<file path="config.mk">
export PLATFORM = sky130hd
export DESIGN_NAME = kout_trace_capture
export DESIGN_NICKNAME = d
export VERILOG_FILES = /design/src/rtl/kout_trace_capture_pkg.sv /design/src/rtl/kout_trace_capture_trace_fifo.sv /design/src/rtl/kout_trace_capture.sv
export SDC_FILE = /design/constraint.sdc
export NUM_CORES = 1
export LEC_CHECK = 0
export ABC_CLOCK_PERIOD_IN_PS = 9300
export CAP_MARGIN = 20
export CORE_MARGIN = 5
export CORE_UTILIZATION = 45
export CTS_BUF_LIST = sky130_fd_sc_hd__clkbuf_2 sky130_fd_sc_hd__clkbuf_4 sky130_fd_sc_hd__clkbuf_8
export CTS_CLUSTER_DIAMETER = 200
export DETAILED_ROUTE_END_ITERATION = 10
export PLACE_DENSITY = 0.63
export SYNTH_ARGS = -nofsm -noshare
export SYNTH_HDL_FRONTEND = slang
export SYNTH_SLANG_ARGS = --single-unit
</file>
<file path="constraint.sdc">
create_clock -name clk -period 9.3 [get_ports clk]
set_input_delay 2.325 -clock clk [delete_from_list [all_inputs] [get_ports clk]]
set_output_delay 2.325 -clock clk [all_outputs]
set_load 0.02 [all_outputs]
</file>
<file path="src/rtl/kout_trace_capture_pkg.sv">
// Shared types for the trace capture block: event kinds, record header layout
// and FSM state encoding.
package kout_trace_capture_pkg;

  localparam int unsigned DATA_W = 8;
  localparam int unsigned HDR_W  = 2 + 3 * DATA_W;

  typedef enum logic [1:0] {
    KIND_CHANGE = 2'b00,
    KIND_START  = 2'b01,
    KIND_DONE   = 2'b10
  } kind_t;

  // Record = {header, ts}; the timestamp is appended by the top so its width can follow TS_W.
  typedef struct packed {
    kind_t             kind;
    logic [DATA_W-1:0] a;
    logic [DATA_W-1:0] b;
    logic [DATA_W-1:0] c;
  } rec_hdr_t;

  typedef enum logic {
    ST_IDLE = 1'b0,
    ST_RUN  = 1'b1
  } state_t;

endpackage

</file>
<file path="src/rtl/kout_trace_capture_trace_fifo.sv">
// Register FIFO with a registered head word; push while full succeeds only
// when a pop happens on the same edge. No bypass from push to head.
module kout_trace_capture_trace_fifo #(
  parameter int unsigned DEPTH = 8,
  parameter int unsigned WIDTH = 42
) (
  input  logic                     clk,
  input  logic                     rst_n,
  input  logic                     push_i,
  input  logic [WIDTH-1:0]         wdata_i,
  input  logic                     pop_i,
  output logic                     full_o,
  output logic                     valid_o,
  output logic [$clog2(DEPTH):0]   count_o,
  output logic [WIDTH-1:0]         head_o
);

  localparam int unsigned PTR_W = $clog2(DEPTH);
  localparam int unsigned CNT_W = $clog2(DEPTH) + 1;

  logic [WIDTH-1:0] mem_q [DEPTH];
  logic [PTR_W-1:0] rd_q, rd_d, wr_q, wr_d;
  logic [CNT_W-1:0] cnt_q, cnt_d;
  logic [WIDTH-1:0] head_q, head_d;
  logic             full_q, valid_q;
  logic             do_push, do_pop;

  assign do_pop  = pop_i && valid_q;
  assign do_push = push_i && (!full_q || do_pop);

  // Next pointers, occupancy and head word.
  always_comb begin
    rd_d   = rd_q;
    wr_d   = wr_q;
    head_d = head_q;
    cnt_d  = cnt_q + CNT_W'(do_push) - CNT_W'(do_pop);
    if (do_pop)  rd_d = rd_q + PTR_W'(1);
    if (do_push) wr_d = wr_q + PTR_W'(1);
    // The pushed word becomes head only when it is the sole survivor of this edge.
    if (do_push && (cnt_q - CNT_W'(do_pop)) == '0) begin
      head_d = wdata_i;
    end else if (do_pop && cnt_d != '0) begin
      head_d = mem_q[rd_d];
    end
  end

  always_ff @(posedge clk) begin
    if (do_push) mem_q[wr_q] <= wdata_i;
  end

  always_ff @(posedge clk or negedge rst_n) begin
    if (!rst_n) begin
      rd_q    <= '0;
      wr_q    <= '0;
      cnt_q   <= '0;
      head_q  <= '0;
      full_q  <= 1'b0;
      valid_q <= 1'b0;
    end else begin
      rd_q    <= rd_d;
      wr_q    <= wr_d;
      cnt_q   <= cnt_d;
      head_q  <= head_d;
      full_q  <= (cnt_d == CNT_W'(DEPTH));
      valid_q <= (cnt_d != '0);
    end
  end

  assign full_o  = full_q;
  assign valid_o = valid_q;
  assign count_o = cnt_q;
  assign head_o  = head_q;

endmodule

</file>
<file path="src/rtl/kout_trace_capture.sv">
// Observes a/b/c/d from the generated top, timestamps START/CHANGE/DONE events
// and streams them out through a small FIFO over valid/ready.
module kout_trace_capture
  import kout_trace_capture_pkg::*;
#(
  parameter int unsigned DEPTH = 8,
  parameter int unsigned TS_W  = 16
) (
  input  logic                   clk,
  input  logic                   rst,
  input  logic [7:0]             a,
  input  logic [7:0]             b,
  input  logic [7:0]             c,
  input  logic                   d,
  input  logic                   en,
  output logic                   out_valid,
  input  logic                   out_ready,
  output logic [1:0]             out_kind,
  output logic [7:0]             out_a,
  output logic [7:0]             out_b,
  output logic [7:0]             out_c,
  output logic [TS_W-1:0]        out_ts,
  output logic [$clog2(DEPTH):0] count,
  output logic                   overflow
);

  localparam int unsigned REC_W = HDR_W + TS_W;

  state_t           state_q, state_d;
  logic [7:0]       prev_a_q, prev_b_q, prev_c_q;
  logic             prev_d_q;
  logic [TS_W-1:0]  ts_q;
  logic             overflow_q;

  logic             ev_valid;
  kind_t            ev_kind;
  logic             push, pop, fifo_full, drop;
  rec_hdr_t         wr_hdr, head_hdr;
  logic [REC_W-1:0] wr_rec, head_rec;

  always_ff @(posedge clk or negedge rst) begin
    if (!rst) state_q <= ST_IDLE;
    else      state_q <= state_d;
  end

  // Event detection; DONE and START absorb any same-cycle data change.
  always_comb begin
    state_d  = state_q;
    ev_valid = 1'b0;
    ev_kind  = KIND_CHANGE;
    case (state_q)
      ST_IDLE: begin
        if (d && !prev_d_q) begin
          ev_valid = 1'b1;
          ev_kind  = KIND_START;
          state_d  = ST_RUN;
        end
      end
      ST_RUN: begin
        if (!d) begin
          ev_valid = 1'b1;
          ev_kind  = KIND_DONE;
          state_d  = ST_IDLE;
        end else if (a != prev_a_q || b != prev_b_q || c != prev_c_q) begin
          ev_valid = 1'b1;
          ev_kind  = KIND_CHANGE;
        end
      end
    endcase
  end

  assign push   = ev_valid && en;
  assign pop    = out_valid && out_ready;
  assign drop   = push && fifo_full && !pop;
  assign wr_hdr = '{kind: ev_kind, a: a, b: b, c: c};
  assign wr_rec = {wr_hdr, ts_q};

  // History, timestamp and sticky overflow run independently of en.
  always_ff @(posedge clk or negedge rst) begin
    if (!rst) begin
      prev_a_q   <= '0;
      prev_b_q   <= '0;
      prev_c_q   <= '0;
      prev_d_q   <= 1'b0;
      ts_q       <= '0;
      overflow_q <= 1'b0;
    end else begin
      prev_a_q   <= a;
      prev_b_q   <= b;
      prev_c_q   <= c;
      prev_d_q   <= d;
      ts_q       <= ts_q + TS_W'(1);
      overflow_q <= overflow_q | drop;
    end
  end

  kout_trace_capture_trace_fifo #(
    .DEPTH (DEPTH),
    .WIDTH (REC_W)
  ) u_fifo (
    .clk     (clk),
    .rst_n   (rst),
    .push_i  (push),
    .wdata_i (wr_rec),
    .pop_i   (out_ready),
    .full_o  (fifo_full),
    .valid_o (out_valid),
    .count_o (count),
    .head_o  (head_rec)
  );

  assign head_hdr = head_rec[REC_W-1 -: HDR_W];
  assign out_kind = head_hdr.kind;
  assign out_a    = head_hdr.a;
  assign out_b    = head_hdr.b;
  assign out_c    = head_hdr.c;
  assign out_ts   = head_rec[TS_W-1:0];
  assign overflow = overflow_q;

endmodule

</file>
# Word-level counts from Yosys, hierarchy flattened
# Memory sizes are Yosys's and may differ from the RTL's.
# Cells that the tools add are included.
[word_totals]
register_bits = 97
ram_bits = 336
mem_count = 1
[mem_list]
columns = ["name", "depth", "width", "read_ports", "rd_ports_with_merged_regs", "wr", "line_no", "text"]
rows = [
  ["u_fifo.mem_q", 8, 42, 1, 0, 1, "kout_trace_capture_trace_fifo.sv:21", "logic [WIDTH-1:0] mem_q [DEPTH];"],
]
[op_classes]
add_sub_neg = 6
n_eq_ne = 4
muxes = 14
n_bitwise = 2
n_reduce_logical = 17
[op_table]
columns = ["operator", "count"]
rows = [
  ["42-bit two-way mux", 2],
  ["8-bit inequality test", 3],
  ["16-bit by 1-bit adder with 16-bit output, second input constant", 1],
  ["1-bit logical AND", 8],
  ["4-bit by 1-bit subtractor with 4-bit output", 2],
  ["1-bit two-way mux", 7],
  ["3-bit by 1-bit adder with 3-bit output, second input constant", 2],
  ["4-bit by 1-bit adder with 4-bit output", 1],
  ["4-bit == test, second input constant", 1],
  ["4-bit zero test", 1],
  ["1-bit case mux with 2 select lines", 2],
  ["2-bit case mux with 2 select lines", 1],
  ["4-bit nonzero test", 1],
  ["1-bit zero test", 3],
  ["1-bit logical OR", 3],
  ["3-bit two-way mux", 1],
  ["2-bit two-way mux", 1],
  ["2-bit nonzero test", 1],
  ["1-bit inverter", 1],
  ["1-bit bitwise OR", 1],
]

# Logic depth before layout (Yosys ltp)
[depth]
word_depth = 14
depth_mapped = 16

# Modules after synthesis
# A second synthesis with hierarchy kept.
[hier_totals]
cells_unflattened = 1101
area_unflattened_um2 = 17211.5
[by_module_without_submodules]
columns = ["mod", "n_inst", "cells_per_inst", "area_per_inst_um2", "seq_area_each_um2"]
rows = [
  ["kout_trace_capture_trace_fifo", 1, 981, 15557.4, 11441.0],
  ["kout_trace_capture", 1, 120, 1654.1, 1076.0],
]

# Least setup slack after synthesis
# No wires, ideal clock.
[synth_path]
kind = "input port to flip-flop"
from = "in d"
to = "mem u_fifo.mem_q[1][0] (enable)"
t_arrival_ns = 8.072
setup_slack_ns = 0.667
cell_stages = 7
n_path_buf = 1
cell_sequence = "nor3b_1 or4_1 nor4_1 a21oi_1 nand2_1 clkbuf_1 nor4b_1"
[synth_between]
elab_chain_cells = 7
[synth_lines]
columns = ["item", "line_no", "text"]
rows = [
  ["start: declaration", "kout_trace_capture.sv:14", "input logic d,"],
  ["1-bit logical AND", "kout_trace_capture.sv:53", "if (d && !prev_d_q) begin"],
  ["1-bit two-way mux", "kout_trace_capture.sv:53", ""],
  ["1-bit case mux with 2 select lines *", "kout_trace_capture.sv:51", "case (state_q)"],
  ["1-bit logical AND *", "kout_trace_capture.sv:72", "assign push = ev_valid && en;"],
  ["1-bit logical AND *", "kout_trace_capture_trace_fifo.sv:29", "assign do_push = push_i && (!full_q || do_pop);"],
  ["1-bit two-way mux *", "kout_trace_capture_trace_fifo.sv:48", "if (do_push) mem_q[wr_q] <= wdata_i;"],
  ["1-bit two-way mux (not written as such) *", "kout_trace_capture_trace_fifo.sv:48", ""],
  ["end: declaration", "kout_trace_capture_trace_fifo.sv:21", ""],
]
# Mark *: on every way between the ends. The rest lies on a longest branch, timed or not.

# Worst setup path in the final report
[layout_path]
from = "in a[7]"
to = "reg u_fifo.head_q[9], in the netlist u_fifo.head_o[9]"
[layout_between]
elab_chain_cells = 13
[layout_lines]
columns = ["item", "line_no", "text"]
rows = [
  ["start: declaration", "kout_trace_capture.sv:11", "input logic [7:0] a,"],
  ["8-bit inequality test", "kout_trace_capture.sv:64", "end else if (a != prev_a_q || b != prev_b_q || c != prev_c_q) begin"],
  ["1-bit logical OR (2 in a row)", "kout_trace_capture.sv:64", ""],
  ["1-bit two-way mux", "kout_trace_capture.sv:64", ""],
  ["1-bit two-way mux", "kout_trace_capture.sv:60", "if (!d) begin"],
  ["1-bit case mux with 2 select lines", "kout_trace_capture.sv:51", ""],
  ["1-bit logical AND", "kout_trace_capture.sv:72", ""],
  ["1-bit logical AND", "kout_trace_capture_trace_fifo.sv:29", ""],
  ["via u_fifo.do_push", "kout_trace_capture_trace_fifo.sv:26", "logic do_push, do_pop;"],
  ["4-bit by 1-bit adder with 4-bit output", "kout_trace_capture_trace_fifo.sv:36", "cnt_d = cnt_q + CNT_W'(do_push) - CNT_W'(do_pop);"],
  ["4-bit by 1-bit subtractor with 4-bit output", "kout_trace_capture_trace_fifo.sv:36", ""],
  ["via u_fifo.cnt_d[1]", "kout_trace_capture_trace_fifo.sv:23", "logic [CNT_W-1:0] cnt_q, cnt_d;"],
  ["4-bit nonzero test", "kout_trace_capture_trace_fifo.sv:42", "end else if (do_pop && cnt_d != '0) begin"],
  ["1-bit logical AND", "kout_trace_capture_trace_fifo.sv:42", ""],
  ["2-bit nonzero test (no source line)", "n/a", ""],
  ["end signal: assignment", "kout_trace_capture_trace_fifo.sv:56", "head_q <= '0;"],
  ["end signal: assignment", "kout_trace_capture_trace_fifo.sv:63", "head_q <= head_d;"],
  ["end: declaration", "kout_trace_capture_trace_fifo.sv:24", "logic [WIDTH-1:0] head_q, head_d;"],
]
# The timed path passes the listed nets, and every way through them passes these cells.
# A chain may end at the register's enable or synchronous reset.

==> reports/metrics.csv <==
metric,value,unit
status,"complete, no violations",
Fill cells,2946,
post-CTS setup buffers,0,
Worst VDD drop,0.277,mV
IO Count,77,
Die Wd,204,um
GP Congestion,0.706,
Min Hold Slack,0.489,ns
Root Driver,clkbuf_8,
HPWL after detailed placement,18300,um
pwr dens,316,nW/um^2
Worst Setup End Kind,flip-flop,
DP Area,18500,um^2
largest net degree at the start of global routing,86,
post-synth cell types,31,
Hold Path Class,reg2reg,
CTS Buffer Depth,3,
DRC,0,
Die Y,204,um
total power,6300,uW
Mapped Cells,811,
Synth Area per Inst,20.9,um^2
ANT nets after route,0,
first-pass GRT wire length,54000,um
RSZ-0062 raised after global routing,false,
Worst-Margin Slew,0.899,ns
initial antenna violation count,0,
type of origin of the critical path,input port,
skew final,0.0193,ns
worst relative slew slack,40.1,%
# diodes,0,
Finished Cell Area,19900,um^2
DR pass1 iterations,4,
max cap viols,0,
PostCTS Resize Cnt,0,
total track usage,17.2,%
vias in the first global route,8703,
maximum fanout along the worst path,29,
maximum clock rate,150,MHz
core area,37400,um^2
WL final,34900,um
CTS tree,yes,
CTS H-tree depth,3,
# setup viols final,0,
GRT overflow,0,
number of I/O port buffers,76,
worst path arrival time,7.09,ns
"Core Util, Final",53.3,%
R2R cell count,16,
Leak,0.00683,uW
routed vias/inst,5.28,
required time of the critical path,9.74,ns
Worst Setup Path Type,in2reg,
final worst-path cycle share,71.6,%
Tmin final,6.65,ns
# rows,71,
total clock buffers created by CTS,71,
synth warn,0,
register area share after synthesis,73.8,%
Die ar.,41700,um^2
Synth Net Count,850,
CTS Hold Bufs,0,
WL/cell,23.0,um
Fin. Hold Viols,0,
"Area growth, synth to finish",17.5,%
via count,8018,
synthesized cell area,17000,um^2
clock sinks,433,
hold depth,1,
initial core utilization,45.3,%
"Clk pin slew, worst setup/hold paths",0.06,ns
register area,12500,um^2
share of cells above drive strength 1,36.2,%
Yosys reg bits,433,
Initial DRC Count,501,
Slew Limit Fails,0,
Worst-Skew Late Latency,0.57,ns
Setup TNS Final,0,ns
multi-input logic area,4300,um^2
nets,990,
-- routing by layer --
| metal | track usage [%] | share of wire, % |
|---|---|---|
| met3 | 3.73 | 5.0 |
| met4 | 4.04 | 1.3 |
| met5 | 0 | 0 |
| met1 | 25.5 | 46 |
| met2 | 26.6 | 47 |
-- cell usage in the layout, fill, tap and decap left out, types with 3 or more instances in the layout --
cell,instances
edfxtp_1,336
mux2_2,125
dfrtp_1,97
mux4_2,84
clkbuf_8,78
clkdlybuf4s50_1,75
xnor2_1,36
clkbuf_4,32
buf_4,21
inv_1,17
nand2_1,12
clkinv_1,12
nand3_1,9
xor2_1,9
ha_1,9
nand4_1,7
nor2_1,5
nor4_2,4
nor3_1,3
-- critical path, stage by stage --
cell             delay [ns]
clkdlybuf4s50_1        0.74
xor2_1                 0.16
or4_1                  0.52
nor4_1                 0.19
a21oi_1                0.18
nand2_1                0.44
inv_1                  0.09
ha_1                   0.23
inv_1                  0.08
fa_1                   0.41
inv_1                  0.08
nor3_1                 0.09
a21oi_4                0.56
buf_12                 0.34
mux2_2                 0.37
mux2_2                 0.26
-- sequential cells by signal, indices dropped and copies added (netlist names), 3 cells and up --
register	flops
ts_q	16
u_fifo.rd_q	3
u_fifo.wr_q	3
prev_b_q	8
u_fifo.head_o	42
prev_a_q	8
u_fifo.count_o	4
prev_c_q	8
u_fifo.mem_q	336
-- where the power goes --
group | switching (uW) | internal (uW) | total [uW]
Combinational | 986 | 1180 | 2170
Clock | 716 | 954 | 1670
Sequential | 133 | 2330 | 2460
-- cell type report --
type	instances	area share (%)
inverters	17	0.320
clock inverters	19	0.697
flip-flops and latches	433	62.8
clock buffers	110	6.59
well taps	511	3.21
multi-input cells	329	21.6
repair buffers	99	4.78
-- cells in the mapped netlist (all sizes together) --
cell type / number / area, um^2
mux4: 84 / 1890
clkbuf: 12 / 45.0
nor3: 5 / 25.0
a31o: 1 / 8.76
dfrtp: 97 / 2430
nor4: 6 / 37.5
nor4b: 2 / 17.5
o21bai: 1 / 7.51
ha: 9 / 113
nand2: 13 / 51.3
edfxtp: 336 / 10100
or4: 1 / 7.51
nor2b: 1 / 6.26
mux2i: 2 / 20.0
a21boi: 1 / 7.51
buf: 20 / 136
mux2: 126 / 1420
inv: 17 / 63.8
fa: 1 / 20.0
and3: 2 / 12.5
xnor2: 36 / 315
a21oi: 3 / 15.0
nand3: 10 / 50.1
nor3b: 1 / 7.51
nand4: 7 / 43.8
o21ai: 1 / 5.00
xor2: 11 / 96.3
nor2: 5 / 18.8
-- kinds of logic after synthesis --
group / Yosys count / synth area share (%)
buf+inv: 49 / 1.45
simple gates: 53 / 1.64
xor+xnor: 47 / 2.43
flops: 433 / 73.8
fa+ha+maj: 10 / 0.782
compound gates: 7 / 0.258
mux: 212 / 19.6
-- through the flow --
| step | instances | setup slack, ns |
|---|---|---|
| 6_report | 1518 | 2.65 |
| 5_1_grt | 1518 | 2.34 |
| 4_1_cts | 1517 | 2.33 |
| 3_5_place_dp | 1388 | 1.76 |
| 3_3_place_gp | 1388 | 1.98 |
| 2_1_floorplan | 811 | 0.667 |
-- path summary, 6_finish.rpt --
check | from | end | slack [ns]
setup / recovery | a[7] | u_fifo.head_o[9] | 2.65
hold / removal | prev_d_q | state_q | 0.49
setup reg to reg | state_q | u_fifo.head_o[9] | 4.65
hold reg to reg | prev_d_q | state_q | 0.49
max in group asynchronous | rst | u_fifo.head_o[26] | 6.28
min in group asynchronous | rst | u_fifo.head_o[9] | 1.87
No activity file was read; power rests on OpenSTA's default activity.
